[config.mk]
export PLATFORM = sky130hd
export DESIGN_NAME = multicycle_controller
export DESIGN_NICKNAME = d
export VERILOG_FILES = /design/src/rtl/multicycle_controller.sv
export SDC_FILE = /design/constraint.sdc
export NUM_CORES = 1
export LEC_CHECK = 0
export ABC_AREA = 1
export BUFFER_PORTS_ARGS = -buffer_cell sky130_fd_sc_hd__buf_2
export CAP_MARGIN = 30
export CORE_ASPECT_RATIO = 0.8
export CORE_MARGIN = 2
export CORE_UTILIZATION = 46
export CTS_CLUSTER_DIAMETER = 80
export DETAILED_ROUTE_END_ITERATION = 10
export PLACE_DENSITY = 0.79
export SKIP_LAST_GASP = 1
export SLEW_MARGIN = 25
export SYNTH_ARGS = -nofsm -noshare
export SYNTH_HDL_FRONTEND = slang
export SYNTH_SLANG_ARGS = --single-unit
[constraint.sdc]
create_clock -name clk -period 2.1 [get_ports clk]
set_clock_uncertainty 0.2 [all_clocks]
set_input_delay 0.105 -clock clk [delete_from_list [all_inputs] [get_ports clk]]
set_output_delay 0.105 -clock clk [all_outputs]
set_load 0.02 [all_outputs]
[src/rtl/multicycle_controller.sv]
// Control FSM for the shared multi-cycle RV32I datapath: sequences fetch, decode,
// execute, memory and write-back, and supervises memory waits with a timeout into TRAP.
module multicycle_controller #(
  parameter int unsigned MEM_TIMEOUT = 15
) (
  input  logic       clk,
  input  logic       reset,
  input  logic [6:0] OPcode,
  input  logic [2:0] Funct3,
  input  logic [6:0] Funct7,
  input  logic       Zero,
  input  logic       MemReady,
  output logic       MemReq,
  output logic       MemWrite,
  output logic       AdrSrc,
  output logic       IRWrite,
  output logic       PCWrite,
  output logic       RegWrite,
  output logic [1:0] ResultSrc,
  output logic [1:0] ALUSrcA,
  output logic [1:0] ALUSrcB,
  output logic [2:0] ImmSrc,
  output logic [2:0] ALUControl,
  output logic       Sub,
  output logic       Fault,
  output logic [3:0] state_dbg
);

  typedef enum logic [3:0] {
    S_FETCH, S_DECODE, S_MEMADR, S_MEMREAD, S_MEMWB, S_MEMWRITE,
    S_EXECR, S_EXECI, S_ALUWB, S_BEQ, S_JAL, S_LUI, S_TRAP
  } state_t;

  localparam logic [7:0] TIMEOUT_CNT = 8'(MEM_TIMEOUT);

  state_t     state, state_next;
  logic [7:0] wait_cnt, wait_cnt_next;
  logic [1:0] alu_op;
  logic       timeout;
  logic       unused_funct7;

  assign unused_funct7 = ^{Funct7[6], Funct7[4:0]};
  assign state_dbg     = state;
  assign timeout       = (wait_cnt == TIMEOUT_CNT) && !MemReady;

  always_ff @(posedge clk or posedge reset) begin
    if (reset) begin
      state    <= S_FETCH;
      wait_cnt <= 8'd0;
    end else begin
      state    <= state_next;
      wait_cnt <= wait_cnt_next;
    end
  end

  always_comb begin
    state_next = state;
    alu_op     = 2'b00;
    MemReq     = 1'b0;
    MemWrite   = 1'b0;
    AdrSrc     = 1'b0;
    IRWrite    = 1'b0;
    PCWrite    = 1'b0;
    RegWrite   = 1'b0;
    ResultSrc  = 2'b00;
    ALUSrcA    = 2'b00;
    ALUSrcB    = 2'b00;
    Fault      = 1'b0;
    case (state)
      S_FETCH: begin
        MemReq    = 1'b1;
        ALUSrcB   = 2'b10;
        ResultSrc = 2'b10;
        IRWrite   = MemReady;
        PCWrite   = MemReady;
        if (MemReady)     state_next = S_DECODE;
        else if (timeout) state_next = S_TRAP;
      end
      S_DECODE: begin
        // PC-relative branch target is parked in ALUOut for BEQ.
        ALUSrcA = 2'b01;
        ALUSrcB = 2'b01;
        case (OPcode)
          7'b0000011, 7'b0100011: state_next = S_MEMADR;
          7'b0110011:             state_next = S_EXECR;
          7'b0010011:             state_next = S_EXECI;
          7'b1100011:             state_next = S_BEQ;
          7'b1101111:             state_next = S_JAL;
          7'b0110111:             state_next = S_LUI;
          default:                state_next = S_TRAP;
        endcase
      end
      S_MEMADR: begin
        ALUSrcA    = 2'b10;
        ALUSrcB    = 2'b01;
        state_next = OPcode[5] ? S_MEMWRITE : S_MEMREAD;
      end
      S_MEMREAD: begin
        MemReq = 1'b1;
        AdrSrc = 1'b1;
        if (MemReady)     state_next = S_MEMWB;
        else if (timeout) state_next = S_TRAP;
      end
      S_MEMWB: begin
        ResultSrc  = 2'b01;
        RegWrite   = 1'b1;
        state_next = S_FETCH;
      end
      S_MEMWRITE: begin
        MemReq   = 1'b1;
        MemWrite = 1'b1;
        AdrSrc   = 1'b1;
        if (MemReady)     state_next = S_FETCH;
        else if (timeout) state_next = S_TRAP;
      end
      S_EXECR: begin
        ALUSrcA    = 2'b10;
        alu_op     = 2'b10;
        state_next = S_ALUWB;
      end
      S_EXECI: begin
        ALUSrcA    = 2'b10;
        ALUSrcB    = 2'b01;
        alu_op     = 2'b10;
        state_next = S_ALUWB;
      end
      S_ALUWB: begin
        RegWrite   = 1'b1;
        state_next = S_FETCH;
      end
      S_BEQ: begin
        ALUSrcA    = 2'b10;
        alu_op     = 2'b01;
        PCWrite    = Zero;
        state_next = S_FETCH;
      end
      S_JAL: begin
        // Jump target from ALUOut goes to PC while the ALU forms the link value.
        ALUSrcA    = 2'b01;
        ALUSrcB    = 2'b10;
        PCWrite    = 1'b1;
        state_next = S_ALUWB;
      end
      S_LUI: begin
        ALUSrcA    = 2'b11;
        ALUSrcB    = 2'b01;
        state_next = S_ALUWB;
      end
      S_TRAP: begin
        Fault = 1'b1;
      end
      default: state_next = S_TRAP;
    endcase
    wait_cnt_next = (MemReq && !MemReady && state_next == state) ? wait_cnt + 8'd1 : 8'd0;
  end

  always_comb begin
    ALUControl = 3'b000;
    Sub        = 1'b0;
    case (alu_op)
      2'b01: Sub = 1'b1;
      2'b10: begin
        ALUControl = Funct3;
        Sub        = (Funct3 == 3'b000) && OPcode[5] && Funct7[5];
      end
      default: ;
    endcase
  end

  always_comb begin
    case (OPcode)
      7'b0100011: ImmSrc = 3'b001;
      7'b1100011: ImmSrc = 3'b010;
      7'b0110111: ImmSrc = 3'b011;
      7'b1101111: ImmSrc = 3'b100;
      default:    ImmSrc = 3'b000;
    endcase
  end

endmodule

# After elaboration in Yosys (flattened, before gate mapping)
# Index checks and enable logic that the tools add are counted.
dict set report word_totals {
  in_bits 21
  ff_bits 12
}
dict set report classes {
  n_addsub 1
  n_eq_ne 23
  n_mux 22
  n_reduce_logical 19
}
# operator n
set ops {}
lappend ops {{$pmux 4 s8} 1}
lappend ops {{$pmux 4 s6} 1}
lappend ops {{$eq 7x6->1 const B} 3}
lappend ops {{$eq 4x4->1 const B} 5}
lappend ops {{$eq 4x3->1 const B} 4}
lappend ops {{$mux 4} 4}
lappend ops {{$eq 7x7->1 const B} 2}
lappend ops {{$pmux 2 s2} 3}
lappend ops {{$pmux 3 s4} 1}
lappend ops {{$reduce_or 2->1} 6}
lappend ops {{$reduce_or 4->1} 3}
lappend ops {{$add 8x1->8 const B} 1}
lappend ops {{$eq 4x2->1 const B} 2}
lappend ops {{$eq 8x4->1 const B} 1}
lappend ops {{$mux 8} 1}
lappend ops {{$eq 7x2->1 const B} 1}
lappend ops {{$eq 7x5->1 const B} 1}
lappend ops {{$mux 1} 6}
lappend ops {{$mux 3} 2}
lappend ops {{$pmux 2 s3} 1}
lappend ops {{$reduce_or 3->1} 2}
lappend ops {{$logic_and 1x1->1} 5}
lappend ops {{$eq 4x1->1 const B} 1}
lappend ops {{$eq 4x4->1} 1}
lappend ops {{7 further kinds} 7}

# Longest topological paths before layout
# Gate-level depths: netlist of the first run.
dict set report logic_depth {
  ltp_word 8
  ltp_mapped 9
  depth_no_buf 9
}

# Worst setup path before layout of the first run
# No wires, ideal clock.
dict set report synth_path {
  path_type {flip-flop to output port}
  startpoint {register state[3], in the netlist state_dbg[3]}
  endpoint {output port Sub}
  stages_incl_launch_ff 8
  required_ns 1.795
  t_arrival_ns 1.636
  setup_slack_ns 0.159
  n_path_buf 0
  cell_sequence {dfrtp_1 > inv_1 > nor2_1 > inv_1 > nor2_1 > inv_1 > ha_1 > a21oi_1}
}
dict set report synth_between {
  elab_chain_len 5
  elab_cells_between_ends 8
}
# element line_no
set synth_lines {}
lappend synth_lines {{from (decl)} 36} ;# state_t state, state_next;
lappend synth_lines {{from (signal assigned)} 51} ;# state <= state_next;
lappend synth_lines {{$eq 4x3->1} 69} ;# case (state)
lappend synth_lines {{$reduce_or 2->1 (no source line)} -}
lappend synth_lines {{$pmux 2 s2 (*)} 69}
lappend synth_lines {{$eq 2x2->1 or $eq 2x1->1 (tied branches)} 160} ;# case (alu_op)
lappend synth_lines {{$pmux 1 s2 (*)} 160}
lappend synth_lines {{to (decl)} 24} ;# output logic Sub,
# Mark *: on every way between the ends. The rest lies on a longest branch, timed or not.

# Worst setup path in the final report of the first run
dict set report layout_path {
  startpoint {register state[2], in the netlist state_dbg[2]}
  endpoint {output port Sub}
}
# The elaborated chain is that of the path after synthesis.

==> results of run 1 <==
-- per-layer routing --
layer | track usage, % | vias to the layer above | routed length [um]
li1 | - | 570 | -
met1 | 30.80 | 494 | 1110
met2 | 34.05 | 32 | 1095
met3 | 3.974 | 2 | 135
met4 | 2.927 | 0 | 13
met5 | 0 | - | 0
-- power by group through the flow --
stage          clock (W)  sequential, W  combinational, W
3_3_place_gp           0       0.000235         0.0000323
6_report        0.000134       0.000231         0.0000374
4_1_cts         0.000137       0.000231         0.0000380
3_5_place_dp           0       0.000235         0.0000336
2_1_floorplan          0       0.000235         0.0000153
5_1_grt         0.000151       0.000231         0.0000438
-- kinds of logic (layout without fill, tap and decap cells) --
| logic type | after synthesis | in the layout | share of synthesized area, % |
|---|---|---|---|
| AO/OA/AOI/OAI | 16 | 16 | 10.16 |
| XOR/XNOR | 4 | 4 | 3.646 |
| adder cells (fa/ha/maj) | 3 | 3 | 3.907 |
| buffers and inverters | 32 | 84 | 12.50 |
| flip-flops | 12 | 12 | 31.25 |
| AND/OR/NAND/NOR | 81 | 81 | 38.54 |
-- metrics by stage --
| stage | setup slack, ps | area [sq um] | instances | setup TNS (ps) |
|---|---|---|---|---|
| 2_1_floorplan | 159.3 | 960.9 | 148 | 0 |
| 3_3_place_gp | 213.8 | 1189 | 211 | 0 |
| 3_5_place_dp | 174.9 | 1189 | 211 | 0 |
| 4_1_cts | 32.82 | 1259 | 218 | 0 |
| 5_1_grt | -84.42 | 1341 | 224 | -106.3 |
| 6_report | 2.176 | 1341 | 224 | 0 |
-- worst register-to-register path, stage by stage (launching register included) --
cell and delay [ps]:
dfrtp_1 410, buf_4 160, nor2_1 190, inv_1 130, nor2_4 180, nand2_1 90, nand3_2 100, nand2_2 60
nand2_4 100, nor2_1 60
-- final timing paths --
check                      slack [ps]            to  depth (start not counted)
max                                 2           Sub                          9
min                                60  state_dbg[2]                          5
min in group asynchronous         180   wait_cnt[5]                          3
min reg2reg                       260   wait_cnt[0]                          1
max reg2reg                       310   wait_cnt[2]                          9
max in group asynchronous        1190  state_dbg[2]                          3
-- timing repair --
action / in CTS / in global routing
hold buffers: 3 / 0
gates resized for setup: 4 / 12
hold endpoints to repair: 15 / 0
setup buffers: 1 / 6
setup endpoints to repair: 4 / 7
pin swaps: 0 / 4
-- cell type report --
class                      instances  area (sq um)  area share (%)
clock buffer                       3         22.52           1.679
inverter                          32         120.1           8.955
multi-input combinational        104         578.1           43.10
sequential                        12         301.5           22.48
tap                               24         30.03           2.239
timing repair buffer              49         289.0           21.55
-- state kept, by name (all words and copies together) (netlist names) --
name and cells:
state_dbg 4, wait_cnt 8
-- cells in the final DEF, fill, tap and decap left out, types with 2 or more instances in the layout --
cell type	Yosys	layout
ha_1	3	2
buf_4	0	9
inv_2	0	3
o211ai_1	2	2
buf_2	0	36
nor3_1	5	5
nand3_2	3	3
xnor2_1	2	2
nor2_4	0	3
nor2_1	22	18
clkbuf_4	0	3
o21ai_0	5	5
dlygate4sd3_1	0	3
a21oi_1	4	4
xor2_1	2	2
nand2_1	33	33
inv_1	32	29
o21bai_1	2	2
nor2_2	2	3
nand3_1	8	8
nand4_1	3	3
dfrtp_1	12	11
==> impl_metrics.ini, run 1 <==
[yosys]
synth_most_common_cell = nand2_1
number_of_flip_flops_and_latches_in_the_synthesized_netlist = 12
async_flop_share_pct = 100.0
yosys.cell_types.count = 24
syn-num-nets = 172
synth_cells = 148
synth_top_area_share_pct = 31.25
syn-cell-area_sq_um = 960.9
syn_avg_cell_area_sq_um = 6.493
yosys_most_used_dff = dfrtp_1
synth.largest_area_cell = dfrtp_1
synth-seq-area-share_pct = 31.25
ys_top_cells_by_count = nand2_1, inv_1, nor2_1
synthesis_warning_total = 0
synth_enable_flop_cells = 0
ys_top_cells_by_area = dfrtp_1, nand2_1, inv_1, nor2_1, nand3_1

[run]
timing.max_cap.violations = 0

[min_path]
holdCritPathClass = in2reg
worstHoldStart = OPcode[4]

[critical_path]
critical_path.startpoint = state_dbg[2]
cp-end-kind = output pin
worst-endpoint-arrival_ps = 1790
cpLargestDelayFamily = buffers and inverters
cp_max_fanout = 4
critical_path_buf_inv_count = 5
worst_path_max_delay_cell = dfrtp_2
crit_path_largest_cell_delay_ps = 440
worst_ep_required_time_ps = 1790
crit_path_cell_trace = buf_6, nor2_4, inv_2, nor2_4, buf_4, ha_1, inv_1, a21oi_1, buf_4
cp-start-kind = flip-flop
worst_r2r_startpoint = state_dbg[3]
critPathKind = reg2out

[clock_network]
cts.reportedPaths.clkPinSlew_ps = 70
numCtsBuffers = 3
cts-root-buf = clkbuf_4
ctsHtreeMaxLevel = 1
cts_tree = yes
worstSkewPairLatency_ps = 260
clkSinkCount = 12
clockBufferDepth = 2

[timing]
period_utilization_pct = 99.90
hold_viol_final = 0
slew_violations = 0
setup_repair_after_global_routing_missed_its_margin = true
timing.fmax_mhz = 476.7
max-slew-margin-rel_pct = 70.04
final_setup_violation_count = 0
timing.hold.ws_ps = 64.59
finalWorstPathRequiredPeriod_ps = 2098
worstMarginPinSlew_ps = 448.8

[global_route]
grt_pass1_vias = 957
grt_max_degree = 13
gr-usage-all-layers_pct = 21.28
number_of_antenna_violations_at_the_first_check_in_global_routing = 0
grt_ovf = 0
grt_first_pass_wirelength_mm = 3.864

[finish]
design.final.nets = 226
antenna_cells_inserted = 0
filler_cell_count = 165
finalCoreUtilization_pct = 69.61
area_delta_synth_final_pct = 39.58
post_route_cells_drive_above_1_share_pct = 33.50

[die]
die-height_um = 44.88
die-width_um = 55.10
io_pins = 45
fp-row-count = 14
die_area_sq_um = 2473
core-area_sq_um = 1927
floorplan.initialDensity_pct = 49.87

[drt]
routed_wire_length_per_instance_um = 10.51
drt_first_pass_iters = 4
drt_wl_total_mm = 2.355
remaining_drc_errors = 0
detailroute.via_count = 1098
route.antenna.remaining_nets = 0
first_iter_violations = 32
route.detailed.vias_per_inst = 4.902

[power_and_ir_drop]
share_seq_of_total_power_pct = 57.4
total_leakage_power_nw = 0.7831
sw_frac_of_total_pct = 21.89
power_density_over_cell_area_nw_per_um2 = 299.9
ir_drop_mv = 0.4845
internal_power_w = 0.0003142
switchingPower_w = 0.00008807
combPwrFrac_pct = 9.3
p_clk_share_pct = 33.3
fin_total_pwr_w = 0.0004023

[placed_design]
port_bufs = 38
finalWeightedCongestion = 0.9134
hpwl_mm = 1.842

[run_status]
result_of_the_run = complete, no violations
(Power assumes the default switching activity.)
==> run 2: changes to the inputs <==
SETUP_SLACK_MARGIN = 0.15   (was unset)
==> run 2 against run 1 <==
Register-to-register slack got worse by 20 ps. Sequential power about the same. Hold slack improved by 7.6 ps. Combinational power increased by 4%. Flip-flop and latch count unchanged. Global-route usage increased by 0.83 points. Critical path type unchanged. Critical endpoint unchanged. Largest power group unchanged.
==> impl_metrics.ini, run 2 (same netlist as run 1, synthesis figures left out) <==
[run_status]
result_of_the_run = complete, no violations

[clock_network]
cts.reportedPaths.clkPinSlew_ps = 70
clockBufferDepth = 2
ctsHtreeMaxLevel = 1
numCtsBuffers = 3
worstSkewPairLatency_ps = 260
cts_tree = yes
cts-root-buf = clkbuf_4
clkSinkCount = 12

[critical_path]
timing.critical_path.mode_cell = buf_4
cp_max_fanout = 7
crit_path_largest_cell_delay_ps = 410
critPathKind = reg2out
cpLargestDelayFamily = buffers and inverters
critical_path_buf_inv_count = 3
worst_path_max_delay_cell = dfrtp_1
worst_ep_required_time_ps = 1790
worst-endpoint-arrival_ps = 1680
cp-start-kind = flip-flop
timing.critical_path.depth = 7
cp-end-kind = output pin
crit_path_cell_trace = buf_4, inv_1, nor2_4, ha_4, nand4_1, a21oi_1, buf_4
worst_r2r_path_depth = 10

[timing]
finalWorstPathRequiredPeriod_ps = 1981
period_utilization_pct = 94.32
max-slew-margin-rel_pct = 69.95
hold_viol_final = 0
timing.hold.ws_ps = 72.17
slew_violations = 0
setup_repair_after_global_routing_missed_its_margin = true
postLayoutSetupSlackWorst_ps = 119.2
worstMarginPinSlew_ps = 450.3
timing.fmax_mhz = 504.9
totalNegativeSetupSlack_ps = 0
final_setup_violation_count = 0

[global_route]
number_of_antenna_violations_at_the_first_check_in_global_routing = 0
grt_use_met1_pct = 30.80
busiest_layer = met2
grt_max_degree = 13
grtUsageMet3_pct = 3.974
grt_pass1_vias = 1017
grt_ovf = 0
gr-usage-all-layers_pct = 22.11
grt_first_pass_wirelength_mm = 4.029
use_met2_pct = 36.90

[drt]
routed_wire_length_per_instance_um = 12.19
remaining_drc_errors = 0
drt_wl_total_mm = 2.817
detailroute.via_count = 1177
route.detailed.vias_per_inst = 5.095
drt_first_pass_iters = 4
first_iter_violations = 32
route.antenna.remaining_nets = 0

[finish]
most_common_cell_after_layout_fill_and_taps_aside = buf_2
area_delta_synth_final_pct = 51.17
most-common-layout-cells = buf_2, nand2_1, inv_1
largest_register_ffs = 8
antenna_cells_inserted = 0
design.final.nets = 233
post_route_cells_drive_above_1_share_pct = 41.06
largest-register = wait_cnt

[power_and_ir_drop]
ir_drop_mv = 0.4941
switchingPower_w = 0.00008972
sw_frac_of_total_pct = 22.21
total_leakage_power_nw = 0.8108
p_clk_share_pct = 33.2
internal_power_w = 0.0003143
fin_total_pwr_w = 0.0004040
share_seq_of_total_power_pct = 57.2
combPwrFrac_pct = 9.6
power_density_over_cell_area_nw_per_um2 = 278.1

[run]
timing.max_cap.violations = 0

[die]
die-width_um = 55.10
die-height_um = 44.88
floorplan.initialDensity_pct = 49.87
io_pins = 45
core-area_sq_um = 1927
die_area_sq_um = 2473
fp-row-count = 14

[placed_design]
port_bufs = 38
finalWeightedCongestion = 0.9134
dp_worst_setup_slack_ps = 174.9
hpwl_mm = 1.842

[min_path]
holdCritPathClass = in2reg
hold_depth = 5
## run 2: changes by cell type in the layout (fill, tap and decap cells not counted), sizes merged
cell / delta
buf: +7
## run 2: path summary, 6_finish.rpt
path	from	endpoint	slack, ps
max	state_dbg[1]	Sub	120
min	OPcode[4]	state_dbg[2]	70
max reg2reg	state_dbg[2]	wait_cnt[2]	290
min reg2reg	wait_cnt[0]	wait_cnt[0]	260
max in group asynchronous	reset	state_dbg[2]	1190
min in group asynchronous	reset	wait_cnt[5]	180
## run 2: repair_timing
| item | CTS | global route |
|---|---|---|
| resized for setup | 19 | 20 |
| setup endpoints to repair | 4 | 9 |
| setup buffers | 8 | 6 |
| pin swaps | 5 | 7 |
| hold buffers | 3 | 0 |
| endpoints found under the hold margin | 15 | 0 |
## run 2: final cells by class
type / instances / area, sq um
clock buffer: 3 / 22.52
fill: 153 / 474.2
inverter: 32 / 120.1
multi-input combinational: 104 / 615.6
sequential: 12 / 301.5
tap: 24 / 30.03
timing repair buffer: 56 / 362.8
## run 2: power groups by stage
stage               registers, W  clock network (W)  logic [W]
global placement        0.000235                  0  0.0000323
global route            0.000231           0.000151  0.0000447
floorplan               0.000235                  0  0.0000153
detailed placement      0.000235                  0  0.0000336
finish                  0.000231           0.000134  0.0000389
CTS                     0.000231           0.000137  0.0000380
## run 2: metrics by stage
step	cells	area, sq um	util, %
floorplan	148	960.9	-
global placement	211	1189	61.69
detailed placement	211	1189	61.69
CTS	225	1346	69.87
global route	231	1453	75.39
finish	231	1453	75.39
## run 2: tightest hold or removal path: stages
cell     delay, ps
buf_2           90
inv_1           90
o21ai_0        100
nand2_1         60
nand2_1         40
## run 2: routing by layer
layer,vias to the layer above,share of wire (%)
met2,44,49
met5,-,0
met4,0,2.1
li1,583,-
met3,6,5.7
met1,544,43
